--- src/rtl/led_seq_ctrl.sv ---
// led_seq_ctrl: upstream sequencer for the LED pattern state blocks.
// Walks ST(0)..ST(NUM_ST-1) in order, handing a one-hot begin to one block at a
// time, muxes the active block's pattern onto a registered LED bus, guards each
// state with a watchdog and counts completed full sequences.
module led_seq_ctrl #(
   parameter int LED_W   = 18,
   parameter int NUM_ST  = 4,
   parameter int TIMEOUT = 1024,
   parameter int WD_W    = 16
) (
   input  logic                      clk,
   input  logic                      async_rs,
   input  logic                      run,
   input  logic [NUM_ST-1:0]         st_over,
   input  logic [NUM_ST*LED_W-1:0]   st_out,
   output logic [NUM_ST-1:0]         st_begin,
   output logic                      st_en,
   output logic [LED_W-1:0]          led_out,
   output logic                      fault,
   output logic [7:0]                cycle_cnt
);

   localparam int                IDX_W    = (NUM_ST > 1) ? $clog2(NUM_ST) : 1;
   localparam logic [IDX_W-1:0]  LAST_IDX = IDX_W'(NUM_ST - 1);
   // Last watchdog value allowed in a state; only meaningful when TIMEOUT != 0.
   localparam logic [WD_W-1:0]   WD_LIMIT = WD_W'((TIMEOUT > 0) ? TIMEOUT - 1 : 0);

   // ST_ACT covers every ST(i); the active block number lives in idx.
   typedef enum logic [1:0] {
      S_IDLE  = 2'd0,
      S_ACT   = 2'd1,
      S_FAULT = 2'd2
   } state_t;

   state_t            state;
   logic [IDX_W-1:0]  idx;
   logic [WD_W-1:0]   wd;

   logic              cur_done;
   logic              wd_expire;
   logic [IDX_W-1:0]  nxt_idx;
   logic [LED_W-1:0]  cur_slice;

   function automatic logic [NUM_ST-1:0] onehot(input logic [IDX_W-1:0] i);
      return NUM_ST'(1) << i;
   endfunction

   // Decode of the active block: its done flag, its pattern and its successor.
   always_comb begin
      cur_done  = st_over[idx];
      cur_slice = st_out[idx*LED_W +: LED_W];
      nxt_idx   = (idx == LAST_IDX) ? '0 : idx + IDX_W'(1);
      wd_expire = (TIMEOUT != 0) && (wd == WD_LIMIT);
   end

   // Sequencer FSM with registered outputs; run=0 overrides every state.
   always_ff @(posedge clk or negedge async_rs) begin
      if (!async_rs) begin
         state     <= S_IDLE;
         idx       <= '0;
         wd        <= '0;
         st_begin  <= '0;
         st_en     <= 1'b0;
         led_out   <= '0;
         fault     <= 1'b0;
         cycle_cnt <= 8'd0;
      end else if (!run) begin
         // cycle_cnt deliberately survives a stop/start.
         state    <= S_IDLE;
         idx      <= '0;
         wd       <= '0;
         st_begin <= '0;
         st_en    <= 1'b0;
         led_out  <= '0;
         fault    <= 1'b0;
      end else begin
         case (state)
            S_IDLE: begin
               // Always start from block 0; LED stays dark until the block's
               // pattern has been sampled once.
               state    <= S_ACT;
               idx      <= '0;
               wd       <= '0;
               st_begin <= onehot('0);
               st_en    <= 1'b1;
               led_out  <= '0;
               fault    <= 1'b0;
            end
            S_ACT: begin
               if (cur_done) begin
                  // Done beats a simultaneous watchdog expiry. Direct handover:
                  // old begin bit falls as the new one rises.
                  idx      <= nxt_idx;
                  wd       <= '0;
                  st_begin <= onehot(nxt_idx);
                  led_out  <= cur_slice;
                  if (idx == LAST_IDX) begin
                     cycle_cnt <= cycle_cnt + 8'd1;
                  end
               end else if (wd_expire) begin
                  state    <= S_FAULT;
                  wd       <= '0;
                  st_begin <= '0;
                  st_en    <= 1'b0;
                  led_out  <= '1;
                  fault    <= 1'b1;
               end else begin
                  led_out <= cur_slice;
                  // With the watchdog disabled the counter is parked so it
                  // can never wrap.
                  if (TIMEOUT != 0) begin
                     wd <= wd + WD_W'(1);
                  end
               end
            end
            S_FAULT: begin
               // Sticky until run drops.
               st_begin <= '0;
               st_en    <= 1'b0;
               led_out  <= '1;
               fault    <= 1'b1;
            end
            default: begin
               state    <= S_IDLE;
               idx      <= '0;
               wd       <= '0;
               st_begin <= '0;
               st_en    <= 1'b0;
               led_out  <= '0;
               fault    <= 1'b0;
            end
         endcase
      end
   end

endmodule

--- config.mk ---
export PLATFORM = sky130hd
export DESIGN_NAME = led_seq_ctrl
export DESIGN_NICKNAME = d
export VERILOG_FILES = /design/src/rtl/led_seq_ctrl.sv
export SDC_FILE = /design/constraint.sdc
export NUM_CORES = 1
export LEC_CHECK = 0
export BUFFER_PORTS_ARGS = -buffer_cell sky130_fd_sc_hd__buf_2
export CAP_MARGIN = 20
export CORE_UTILIZATION = 51
export DETAILED_ROUTE_END_ITERATION = 12
export HOLD_SLACK_MARGIN = 0.06
export PLACE_DENSITY = 0.79
export SYNTH_ARGS = -nofsm -noshare
export SYNTH_HDL_FRONTEND = slang
export SYNTH_SLANG_ARGS = --single-unit
--- constraint.sdc ---
create_clock -name clk -period 4.7 [get_ports clk]
set_input_delay 0.47 -clock clk [delete_from_list [all_inputs] [get_ports clk]]
set_output_delay 0.47 -clock clk [all_outputs]
set_load 0.1 [all_outputs]
==> results.json <==
{
  "reg2reg_slack_ns": 2.20,
  "final-setup-viol-count": 0,
  "worst-path-max-fanout": 25,
  "critPathMaxStageDelay_ns": 0.94,
  "post-route-period-util_pct": 53.3,
  "rr_startpoint": "idx[1]",
  "post_synth_inst_count": 254,
  "num_io_pins": 111,
  "placed_cells": 427,
  "rr_endpoint": "st_begin[0]",
  "timing.critical_path.arrival_ns": 2.70,
  "synth_top_cell_by_area": "sky130_fd_sc_hd__dfrtp_1",
  "critPathRequiredTime_ns": 4.90,
  "timing.fmax_mhz": 399,
  "timing.max_cap.violations": 0,
  "synth-simple-area-share_pct": 15.3,
  "number_of_gates_resized_after_cts": 0,
  "final_antenna_net_count": 0,
  "worstSkewPairLatency_ns": 0.31,
  "dr.first_iter.drc_count": 142,
  "initial_antenna_violation_count": 0,
  "finalWirelength_mm": 6.57,
  "critical_path.cell_chain": "mux2_2 > o22ai_2 > and2_1 > mux2_2",
  "clock-sinks": 52,
  "setup-tns-final_ns": 0,
  "timing_max_transition_violations_final": 0,
  "core_area_um2": 5540,
  "dr_total_vias": 2479,
  "worst_hold_path_type": "in -> async",
  "cts_inserted_buffers": 5,
  "start_util_pct": 53.4,
  "track_usage_pct": 23.5,
  "post_detailed_route_drc_marker_count": 0,
  "critical_path_class": "reg -> reg",
  "worstMarginPinSlew_ns": 0.909,
  "yosys-mux-area-fraction_pct": 17.0,
  "timing.critical_path.from_type": "register",
  "synth.top_cell.area_share_pct": 44.0,
  "n_antenna_cell": 0,
  "grt_first_pass_wirelength_mm": 11.0,
  "tritoncts": "yes",
  "num-nets-final": 452,
  "cts.htree.levels": 2,
  "postSynthNetCount": 343,
  "clk_pin_slew_ns": 0.09,
  "synth_compound_area_share_pct": 12.4,
  "avgSynthCellArea_um2": 11.6,
  "cts_setup_buffers": 0,
  "fin_crit_ns": 2.50,
  "syn_area_um2": 2960,
  "rsz0062_at_grt": "no",
  "leakage_nw": 1.74,
  "place.port_buffers": 110,
  "ys_warn_count": 0,
  "post_cts_hold_buffer_count": 0,
  "die_h_um": 78.1,
  "cts-root-buf": "sky130_fd_sc_hd__clkbuf_8",
  "core.rowCount": 27,
  "clock-skew-final_ns": 0.00451,
  "power_switching_share_pct": 40.3,
  "synth_sequential_area_ratio_pct": 44.0,
  "synthXorXnorAreaFrac_pct": 3.55,
  "powerDensity_nw_per_um2": 388,
  "final_layout_size_suffix_gt1_share_pct": 40.5,
  "dp_wirelength_mm": 5.10,
  "wire_per_inst_um": 15.1,
  "relSlewSlack_pct": 39.4,
  "grt_pass1_vias": 2458,
  "grt_start_max_net_pins": 53,
  "slowest_stage": "sky130_fd_sc_hd__dfrtp_1",
  "area_delta_synth_final_pct": 24.8,
  "final_hold_viol_count": 0,
  "end_kind": "register",
  "ys_seq_elements": 52,
  "run_status": "completed",
  "post_detailed_route_via_to_cell_ratio": 5.70,
  "yosysUniqueCellTypes": 40,
  "post_synth_fa_ha_maj_area_fraction_pct": 4.23,
  "r2r.worst_path.cells": 4,
  "grt-ovfl-total": 0,
  "p_comb_share_pct": 39.5,
  "cts_max_path_buffers": 2,
  "drt_first_pass_iters": 6,
  "finalPower_mw": 1.43,
  "synth_top_family_by_area": "multiplexers",
  "gp_congestion": 0.828,
  "seq_power_share_pct": 35.7,
  "stdcell_count": 435,
  "netSwitchingPower_mw": 0.577,
  "yosys-top-cells-area": "sky130_fd_sc_hd__dfrtp_1, sky130_fd_sc_hd__mux4_2, sky130_fd_sc_hd__o21a_1",
  "dieArea_um2": 6110,
  "most_common_cell_type_on_the_critical_path": "sky130_fd_sc_hd__mux2_2",
  "ir_worst_vdd_v": 0.000238,
  "power.internal_mw": 0.854,
  "width_of_the_die_um": 78.1,
  "p_clk_share_pct": 24.9
}
critical path, delay by kind of cell (launching register included):
family | cells | cell delay, ns
flip-flops | 1 | 0.94
multiplexers | 2 | 0.79
AO/OA/AOI/OAI | 1 | 0.40
AND/OR/NAND/NOR | 1 | 0.27
area by class of cell:
| type | instances | area, um2 |
|---|---|---|
| clock buffer | 5 | 68.8 |
| clock inverter | 2 | 60.1 |
| fill | 471 | 1850 |
| inverter | 11 | 41.3 |
| multi-input combinational | 180 | 1550 |
| sequential | 52 | 1300 |
| tap | 72 | 90.1 |
| timing repair buffer | 113 | 573 |
through the flow:
| step | cell area [um2] | hold slack, ns | setup WS [ns] | util, % |
|---|---|---|---|---|
| CTS | 3680 | 0.288 | 2.17 | 66.4 |
| global placement | 3550 | 0.450 | 2.24 | 64.1 |
| floorplan | 2960 | 0.174 | 2.85 | - |
| finish | 3690 | 0.264 | 2.20 | 66.6 |
| detailed placement | 3550 | 0.472 | 2.20 | 64.1 |
| global route | 3690 | 0.319 | 2.03 | 66.6 |
routing by layer:
metal	vias to the layer above	wire length [um]	global-route usage (%)
met2	80	3410	41.0
met1	1216	2610	28.0
met4	0	75	7.04
li1	1177	-	-
met5	-	0	0
met3	6	469	6.74
cell families (layout without fill, tap and decap cells):
group,count (synthesis),in the layout
adders and majority gates,10,10
DFF,52,52
buffers and inverters,22,131
muxes,26,26
AOI/OAI and AO/OA,52,52
xor gates and xnor gates,12,12
and+or+nand+nor,80,80
how the worst max path moves through the flow:
| stage | end | startpoint | depth (start not counted) | slack [ns] |
|---|---|---|---|---|
| detailed placement | st_begin[0] | idx[1] | 4 | 2.20 |
| global route | st_begin[0] | idx[1] | 4 | 2.03 |
| global placement | st_begin[0] | idx[1] | 4 | 2.24 |
| finish | st_begin[0] | idx[1] | 4 | 2.20 |
| floorplan | st_begin[0] | state[1] | 6 | 2.85 |
| CTS | st_begin[0] | idx[1] | 4 | 2.17 |
sequential cells by signal (all words and copies together) (netlist names):
register   flops
led_out       18
st_en          1
wd            16
fault          1
state          2
idx            2
cycle_cnt      8
st_begin       4
cells in the mapped netlist:
master	n
sky130_fd_sc_hd__o22ai_1	3
sky130_fd_sc_hd__clkbuf_1	5
sky130_fd_sc_hd__a22o_1	3
sky130_fd_sc_hd__mux4_2	19
sky130_fd_sc_hd__a31oi_1	5
sky130_fd_sc_hd__o211ai_1	1
sky130_fd_sc_hd__nand4_1	10
sky130_fd_sc_hd__ha_1	10
sky130_fd_sc_hd__nor4_1	3
sky130_fd_sc_hd__buf_2	3
sky130_fd_sc_hd__buf_4	2
sky130_fd_sc_hd__nor3_1	2
sky130_fd_sc_hd__a21oi_2	1
sky130_fd_sc_hd__a21oi_1	6
sky130_fd_sc_hd__o21bai_4	1
sky130_fd_sc_hd__xor2_1	3
sky130_fd_sc_hd__buf_6	1
sky130_fd_sc_hd__nand4b_1	1
sky130_fd_sc_hd__and4_1	2
sky130_fd_sc_hd__o21ai_0	8
sky130_fd_sc_hd__mux2_2	4
sky130_fd_sc_hd__o31ai_1	4
sky130_fd_sc_hd__or3_1	3
sky130_fd_sc_hd__o21a_1	18
sky130_fd_sc_hd__xnor2_1	9
sky130_fd_sc_hd__mux2i_1	3
sky130_fd_sc_hd__nor2_1	8
sky130_fd_sc_hd__nand3_1	10
sky130_fd_sc_hd__nand2_1	17
sky130_fd_sc_hd__nor4bb_1	4
sky130_fd_sc_hd__inv_1	11
sky130_fd_sc_hd__and3_1	6
sky130_fd_sc_hd__nand3b_1	2
sky130_fd_sc_hd__o2111ai_1	1
sky130_fd_sc_hd__or4_1	4
sky130_fd_sc_hd__and2_1	4
sky130_fd_sc_hd__o22ai_2	1
sky130_fd_sc_hd__dfrtp_1	52
sky130_fd_sc_hd__nand2b_1	3
sky130_fd_sc_hd__or2_2	1
power groups by stage:
stage,logic [mW],registers [mW],clock network (mW)
3_5_place_dp,0.567,0.519,0
5_1_grt,0.604,0.515,0.383
3_3_place_gp,0.555,0.517,0
6_report,0.565,0.510,0.356
4_1_cts,0.567,0.511,0.364
2_1_floorplan,0.208,0.757,0
cells in the final DEF (no fill, tap or decap), types with 4 or more instances in the layout:
| cell | synthesis | final |
|---|---|---|
| sky130_fd_sc_hd__o21ai_0 | 8 | 8 |
| sky130_fd_sc_hd__inv_1 | 11 | 11 |
| sky130_fd_sc_hd__nor4bb_1 | 4 | 4 |
| sky130_fd_sc_hd__buf_2 | 3 | 110 |
| sky130_fd_sc_hd__o31ai_1 | 4 | 4 |
| sky130_fd_sc_hd__nor2_1 | 8 | 8 |
| sky130_fd_sc_hd__nand3_1 | 10 | 10 |
| sky130_fd_sc_hd__dfrtp_1 | 52 | 52 |
| sky130_fd_sc_hd__and2_1 | 4 | 4 |
| sky130_fd_sc_hd__clkbuf_8 | 0 | 5 |
| sky130_fd_sc_hd__mux2_2 | 4 | 4 |
| sky130_fd_sc_hd__a21oi_1 | 6 | 6 |
| sky130_fd_sc_hd__o21a_1 | 18 | 18 |
| sky130_fd_sc_hd__and3_1 | 6 | 6 |
| sky130_fd_sc_hd__ha_1 | 10 | 10 |
| sky130_fd_sc_hd__a31oi_1 | 5 | 5 |
| sky130_fd_sc_hd__mux4_2 | 19 | 19 |
| sky130_fd_sc_hd__nand2_1 | 17 | 17 |
| sky130_fd_sc_hd__or4_1 | 4 | 4 |
| sky130_fd_sc_hd__nand4_1 | 10 | 10 |
| sky130_fd_sc_hd__xnor2_1 | 9 | 9 |
(Power assumes the default switching activity.)
